<file path="src/rtl/irrigation_timer_pkg.sv">
// Shared types and constants for the irrigation MM:SS countdown timer.
// Presets are packed BCD {md, mu, sd, su}, 4 bits per digit.
package irrigation_timer_pkg;

    typedef enum logic [1:0] {
        IDLE = 2'd0,
        RUN  = 2'd1,
        HOLD = 2'd2,
        DONE = 2'd3
    } state_t;

    localparam int MD_MAX = 3;
    localparam int MU_MAX = 9;
    localparam int SD_MAX = 5;
    localparam int SU_MAX = 9;

    localparam logic [15:0] DEFAULT_SPRINKLER_PRESET = 16'h1500;
    localparam logic [15:0] DEFAULT_DRIP_PRESET      = 16'h3000;

    typedef struct packed {
        logic [1:0] md;
        logic [3:0] mu;
        logic [2:0] sd;
        logic [3:0] su;
    } digits_t;

    // The upper bits of the md and sd nibbles are dropped; legality is checked separately.
    function automatic digits_t preset_digits(input logic [15:0] preset);
        digits_t d;
        d.md = 2'(preset[15:12]);
        d.mu = preset[11:8];
        d.sd = 3'(preset[7:4]);
        d.su = preset[3:0];
        return d;
    endfunction

    function automatic bit preset_is_legal(input logic [15:0] preset);
        return (int'(preset[15:12]) <= MD_MAX) && (int'(preset[11:8]) <= MU_MAX) &&
               (int'(preset[7:4])   <= SD_MAX) && (int'(preset[3:0])  <= SU_MAX);
    endfunction

endpackage

</file>
<file path="src/rtl/bcd_digit_down.sv">
// One BCD down-counting digit: load has priority, a decrement at zero wraps to MAX
// and requests a borrow from the next more significant digit.
module bcd_digit_down #(
    parameter int WIDTH = 4,
    parameter int MAX   = 9
) (
    input  logic             clk,
    input  logic             rst_n,
    input  logic             load,
    input  logic [WIDTH-1:0] load_val,
    input  logic             dec_in,
    output logic [WIDTH-1:0] digit,
    output logic             borrow_out
);

    logic [WIDTH-1:0] r_digit;
    logic             w_zero;

    assign w_zero     = (r_digit == '0);
    assign borrow_out = dec_in & w_zero;
    assign digit      = r_digit;

    // NOTE: sequential state uses non-blocking (<=) so every flop samples pre-edge values.
    always_ff @(posedge clk or negedge rst_n) begin
        if (!rst_n) begin
            r_digit <= '0;
        end else if (load) begin
            r_digit <= load_val;
        end else if (dec_in) begin
            r_digit <= w_zero ? WIDTH'(MAX) : r_digit - 1'b1;
        end
    end

endmodule

</file>
<file path="src/rtl/irrigation_countdown.sv">
// BCD MM:SS irrigation countdown: loads a mode-selected preset on reload, counts down
// on 1 Hz ticks, supports pause, and pulses expired once when it reaches 00:00.
module irrigation_countdown
    import irrigation_timer_pkg::*;
#(
    parameter logic [15:0] SPRINKLER_PRESET = DEFAULT_SPRINKLER_PRESET,
    parameter logic [15:0] DRIP_PRESET      = DEFAULT_DRIP_PRESET
) (
    input  logic       clk,
    input  logic       rst_n,
    input  logic       tick,
    input  logic       reload,
    input  logic       pause,
    input  logic       splinker_mode_on,
    output logic [1:0] minutes_d,
    output logic [3:0] minutes_u,
    output logic [2:0] seconds_d,
    output logic [3:0] seconds_u,
    output logic       running,
    output logic       expired
);

    if (!preset_is_legal(SPRINKLER_PRESET)) begin : g_bad_sprinkler_preset
        $fatal(1, "SPRINKLER_PRESET is not a legal BCD MM:SS value");
    end
    if (!preset_is_legal(DRIP_PRESET)) begin : g_bad_drip_preset
        $fatal(1, "DRIP_PRESET is not a legal BCD MM:SS value");
    end

    state_t     r_state;
    state_t     w_next_state;
    logic       r_running;
    logic       r_expired;
    logic       w_running_next;
    logic       w_expired_next;
    logic       w_load;
    logic       w_dec;
    logic       w_zero;
    logic [15:0] w_preset;
    digits_t    w_load_digits;
    logic [1:0] w_md;
    logic [3:0] w_mu;
    logic [2:0] w_sd;
    logic [3:0] w_su;
    logic       w_su_borrow;
    logic       w_sd_borrow;
    logic       w_mu_borrow;
    logic       w_md_borrow;

    assign w_preset      = splinker_mode_on ? SPRINKLER_PRESET : DRIP_PRESET;
    assign w_load_digits = preset_digits(w_preset);
    assign w_zero        = (w_md == '0) && (w_mu == '0) && (w_sd == '0) && (w_su == '0);

    always_ff @(posedge clk or negedge rst_n) begin
        if (!rst_n) begin
            r_state   <= IDLE;
            r_running <= 1'b0;
            r_expired <= 1'b0;
        end else begin
            r_state   <= w_next_state;
            r_running <= w_running_next;
            r_expired <= w_expired_next;
        end
    end

    // NOTE: the default assignment at the top of each always_comb prevents latch inference.
    always_comb begin
        w_next_state = r_state;
        if (reload) begin
            w_next_state = RUN;
        end else begin
            case (r_state)
                RUN: begin
                    if (w_zero) begin
                        w_next_state = DONE;
                    end else if (pause) begin
                        w_next_state = HOLD;
                    end
                end
                HOLD: begin
                    if (!pause) begin
                        w_next_state = RUN;
                    end
                end
                default: w_next_state = r_state;
            endcase
        end
    end

    // Reload wins over everything, and the counter only moves in RUN when not at 00:00.
    always_comb begin
        w_load         = reload;
        w_dec          = !reload && (r_state == RUN) && !w_zero && !pause && tick;
        w_running_next = (w_next_state == RUN);
        w_expired_next = !reload && (r_state == RUN) && w_zero;
    end

    bcd_digit_down #(.WIDTH(4), .MAX(SU_MAX)) u_su (
        .clk        (clk),
        .rst_n      (rst_n),
        .load       (w_load),
        .load_val   (w_load_digits.su),
        .dec_in     (w_dec),
        .digit      (w_su),
        .borrow_out (w_su_borrow)
    );

    bcd_digit_down #(.WIDTH(3), .MAX(SD_MAX)) u_sd (
        .clk        (clk),
        .rst_n      (rst_n),
        .load       (w_load),
        .load_val   (w_load_digits.sd),
        .dec_in     (w_su_borrow),
        .digit      (w_sd),
        .borrow_out (w_sd_borrow)
    );

    bcd_digit_down #(.WIDTH(4), .MAX(MU_MAX)) u_mu (
        .clk        (clk),
        .rst_n      (rst_n),
        .load       (w_load),
        .load_val   (w_load_digits.mu),
        .dec_in     (w_sd_borrow),
        .digit      (w_mu),
        .borrow_out (w_mu_borrow)
    );

    bcd_digit_down #(.WIDTH(2), .MAX(MD_MAX)) u_md (
        .clk        (clk),
        .rst_n      (rst_n),
        .load       (w_load),
        .load_val   (w_load_digits.md),
        .dec_in     (w_mu_borrow),
        .digit      (w_md),
        .borrow_out (w_md_borrow)
    );

    // 00:00 is never decremented, so the tens-of-minutes digit can never be asked to borrow.
    always_comb begin
        assert (!w_md_borrow);
    end

    assign minutes_d = w_md;
    assign minutes_u = w_mu;
    assign seconds_d = w_sd;
    assign seconds_u = w_su;
    assign running   = r_running;
    assign expired   = r_expired;

endmodule

</file>
<file path="config.mk">
export PLATFORM = sky130hd
export DESIGN_NAME = irrigation_countdown
export DESIGN_NICKNAME = d
export VERILOG_FILES = /design/src/rtl/irrigation_timer_pkg.sv /design/src/rtl/bcd_digit_down.sv /design/src/rtl/irrigation_countdown.sv
export SDC_FILE = /design/constraint.sdc
export NUM_CORES = 1
export LEC_CHECK = 0
export CAP_MARGIN = 20
export CORE_UTILIZATION = 45
export DETAILED_ROUTE_END_ITERATION = 10
export GPL_TIMING_DRIVEN = 0
export PLACE_DENSITY = 0.76
export SLEW_MARGIN = 10
export SYNTH_ARGS = -nofsm -noshare
export SYNTH_HDL_FRONTEND = slang
export SYNTH_SLANG_ARGS = --single-unit
</file>
<file path="constraint.sdc">
create_clock -name clk -period 1.95 [get_ports clk]
set_input_delay 0.39 -clock clk [delete_from_list [all_inputs] [get_ports clk]]
set_output_delay 0.39 -clock clk [all_outputs]
set_load 0.01 [all_outputs]
</file>
==> qor.csv <==
stage;metric;value;unit
power;Max IR drop VDD;0.625;mV
floorplan;die area;0.00248;sq mm
timing;Slew HR;0.468;
timing;RSZ-0062 raised after global routing;yes;
clock_tree;H-tree levels;1;
timing;Hold Fails Final Rpt;0;
final_layout;Total Nets Final;153;
setup_path;CP Capture Type;flop;
synth;ys async rst share;1.00;
setup_path;Worst setup SP type;flop;
setup_path;worst endpoint data arrival time;2.13;ns
final_layout;layout cells sized above 1;0.271;
setup_path;flop-to-flop setup slack;0.05;ns
setup_path;Setup Crit Path Kind;flop to flop;
clock_tree;cts bufs inserted;3;
setup_path;CP cell instances;inv_2 -> ha_2 -> or3b_4 -> a2111o_1 -> or2_0 -> a21oi_1;
timing;crit path time final;1.90;ns
grt;largest net degree at the start of global routing;18;
routing;met2 routed WL;1.25;mm
routing;highest metal used;met4;
power;Clock power frac;0.142;
timing;Tightest Pin Transition;0.796;ns
routing;DR vias;949;
floorplan;I/O pin count;21;
grt;first-pass GRT wire length;3.64;mm
clock_tree;CTS root buf;clkbuf_4;
floorplan;Initial Util;0.502;
power;Lkg Pwr;0.615;nW
routing;Vias per Instance;5.68;
final_layout;most frequent cells in the layout;clkdlybuf4s50_1 (20), dfrtp_1 (17), buf_4 (12);
synth;Post-Synthesis Cells;104;
timing;Final setup viols;0;
clock_tree;Reg clk slew, reported paths;0.10;ns
status;status;finished clean;
floorplan;Die Height;49.8;um
routing;1st-iter DRT viols;23;
final_layout;ant diodes;0;
synth;largest area contributor in the netlist;dfrtp_1;
routing;Routed met1 length;1.12;mm
timing;worst hold margin;0.537;ns
synth;FF+latch count, synth;17;
setup_path;slowest cell delay on critical path;0.44;ns
timing;part of the cycle the worst path needs;0.975;
power;sequential share of power;0.348;
floorplan;Chip Width;49.8;um
grt;vias in the first global route;835;
synth;share of the synthesized area in the top cell type;0.415;
power;Sw Pwr;0.000541;W
synth;synthesized area;0.00103;sq mm
routing;DRC viols;0;
clock_tree;TritonCTS clock tree;built;
timing;Final Max Tran Viols;0;
floorplan;FP Rows;16;
timing;FMAX;0.526;GHz
power;switching share of power;0.384;
timing;Fin Clk Skew;0.00234;ns
synth;Syn. warnings;0;
setup_path;Worst Path Required;2.18;ns
synth;top post-synthesis cells by area;dfrtp_1 (41%), ha_1 (7.3%), inv_1 (4.4%);
grt;initial antenna violation count;0;
floorplan;Core Area;0.00204;sq mm
setup_path;worst-path maximum fanout;4;
synth;Syn Nets;116;
synth;post-synthesis sequential area ratio;0.415;
power;internal power;0.000868;W
routing;metal3 WL;71;um
routing;WL final;2.54;mm
final_layout;Fill cells;160;
run;Max-Cap Viols;0;
routing;Avg WL per Cell;15.2;um
synth;number of library cell types mapped by synthesis;38;
clock_tree;Num Clock Sinks;17;
final_layout;area occupied by multi-input gates;619;sq um
clock_tree;Max Root-Sink Buffers;2;
routing;Routed Antenna Nets;0;
placed_design;Placer Congestion;0.757;
final_layout;Area Overhead vs Synth;40.7;%
synth;Post-synth EDFFs;0;
final_layout;commonest non-fill, non-tap cell in the layout;clkdlybuf4s50_1;
clock_tree;Skew-Pair Late Insertion Delay;0.30;ns
setup_path;Worst path slowest cell;dfrtp_1;
placed_design;I/O Buffers;20;
grt;GRT Overall Usage;0.197;
power;Overall Power;0.00141;W
final_layout;sequential cell area;425;sq um
synth;Post-synth top flop;dfrtp_1;
clock_tree;post-cts hold buffer count;0;
placed_design;DPL Wire Length;1.57;mm
grt;gr ovfl total;0;
hold_path;Hold/Removal Path Class;input pin to async pin;
power;combinational share of power;0.510;
synth;average size of a mapped cell;9.87;sq um
routing;TritonRoute pass-1 iters;4;
power;Pwr Density;976;mW/mm^2
-- sequential cells by signal, summed over array words and instances (netlist names) --
name	count
expired	1
u_su.digit	4
u_mu.digit	4
r_state	2
running	1
u_md.digit	2
u_sd.digit	3
-- final timing paths --
path / from / endpoint / cells past startpoint
worst max-delay path: u_su.digit[1] / u_mu.digit[1] / 6
worst min-delay path: rst_n / u_sd.digit[0] / 1
worst max register to register: u_su.digit[1] / u_mu.digit[1] / 6
worst min register to register: u_mu.digit[1] / u_mu.digit[1] / 2
max in group asynchronous: rst_n / u_mu.digit[3] / 1
min in group clk: u_mu.digit[1] / u_mu.digit[1] / 2
-- logic make-up (layout without fill, tap and decap cells) --
kind of cell	Yosys count	after routing	synth area share
buffers and inverters	13	49	0.0476
DFF	17	17	0.415
and+or+nand+nor	40	40	0.261
AOI/OAI and AO/OA	24	24	0.165
muxes	4	4	0.0390
adders and majority gates	6	6	0.0732
-- critical path, delay by kind of cell (launching register included) --
kind            cells  cell delay (ns)
compound gates      2             0.51
fa+ha+maj           1             0.17
buf+inv             1             0.08
flops               1             0.44
simple gates        2             0.62
-- power groups by stage --
| stage | clock network (W) | logic [W] | registers (W) |
|---|---|---|---|
| detailed placement | 0 | 0.000549 | 0.000486 |
| CTS | 0.000199 | 0.000608 | 0.000479 |
| global placement | 0 | 0.000527 | 0.000483 |
| floorplan | 0 | 0.000346 | 0.000499 |
| finish | 0.000200 | 0.000719 | 0.000490 |
| global route | 0.000217 | 0.000778 | 0.000499 |
-- repair_timing --
action | CTS | global route
buffers inserted | 4 | 8
resized for setup | 0 | 17
setup endpoints to repair | 2 | 8
pin swaps | 0 | 5
-- metrics by stage --
stage	cells	setup TNS (ns)	instance area (sq um)	setup WS (ns)	util
3_5_place_dp	151	-1.10	1260	-0.256	0.617
5_1_grt	167	-0.0580	1440	-0.0580	0.707
4_1_cts	159	-0.00202	1320	-0.00202	0.645
3_3_place_gp	151	-0.806	1260	-0.225	0.617
2_1_floorplan	104	0	1030	0.107	-
6_report	167	0	1440	0.0480	0.707
-- layout make-up --
cell class              count  area share
multi-input cells          74       0.429
plain buffers               1     0.00260
flip-flops and latches     17       0.295
clock buffers               4      0.0182
well taps                  27      0.0234
repair buffers             32       0.201
inverters                  12      0.0312
-- metal layers --
layer  vias up  global-route usage
met5         -                   0
met4         0               0.100
met3         8              0.0278
met2        23               0.333
met1       463               0.243
li1        455                   -
-- cell usage after synthesis (4+ instances only) --
cell     instances
ha_1             6
mux2i_1          4
nand2_1          7
o21ai_0          4
a21oi_1          7
dfrtp_1         17
nor2_1           8
inv_1           12
nand3_1          4
(Power assumes the default switching activity.)
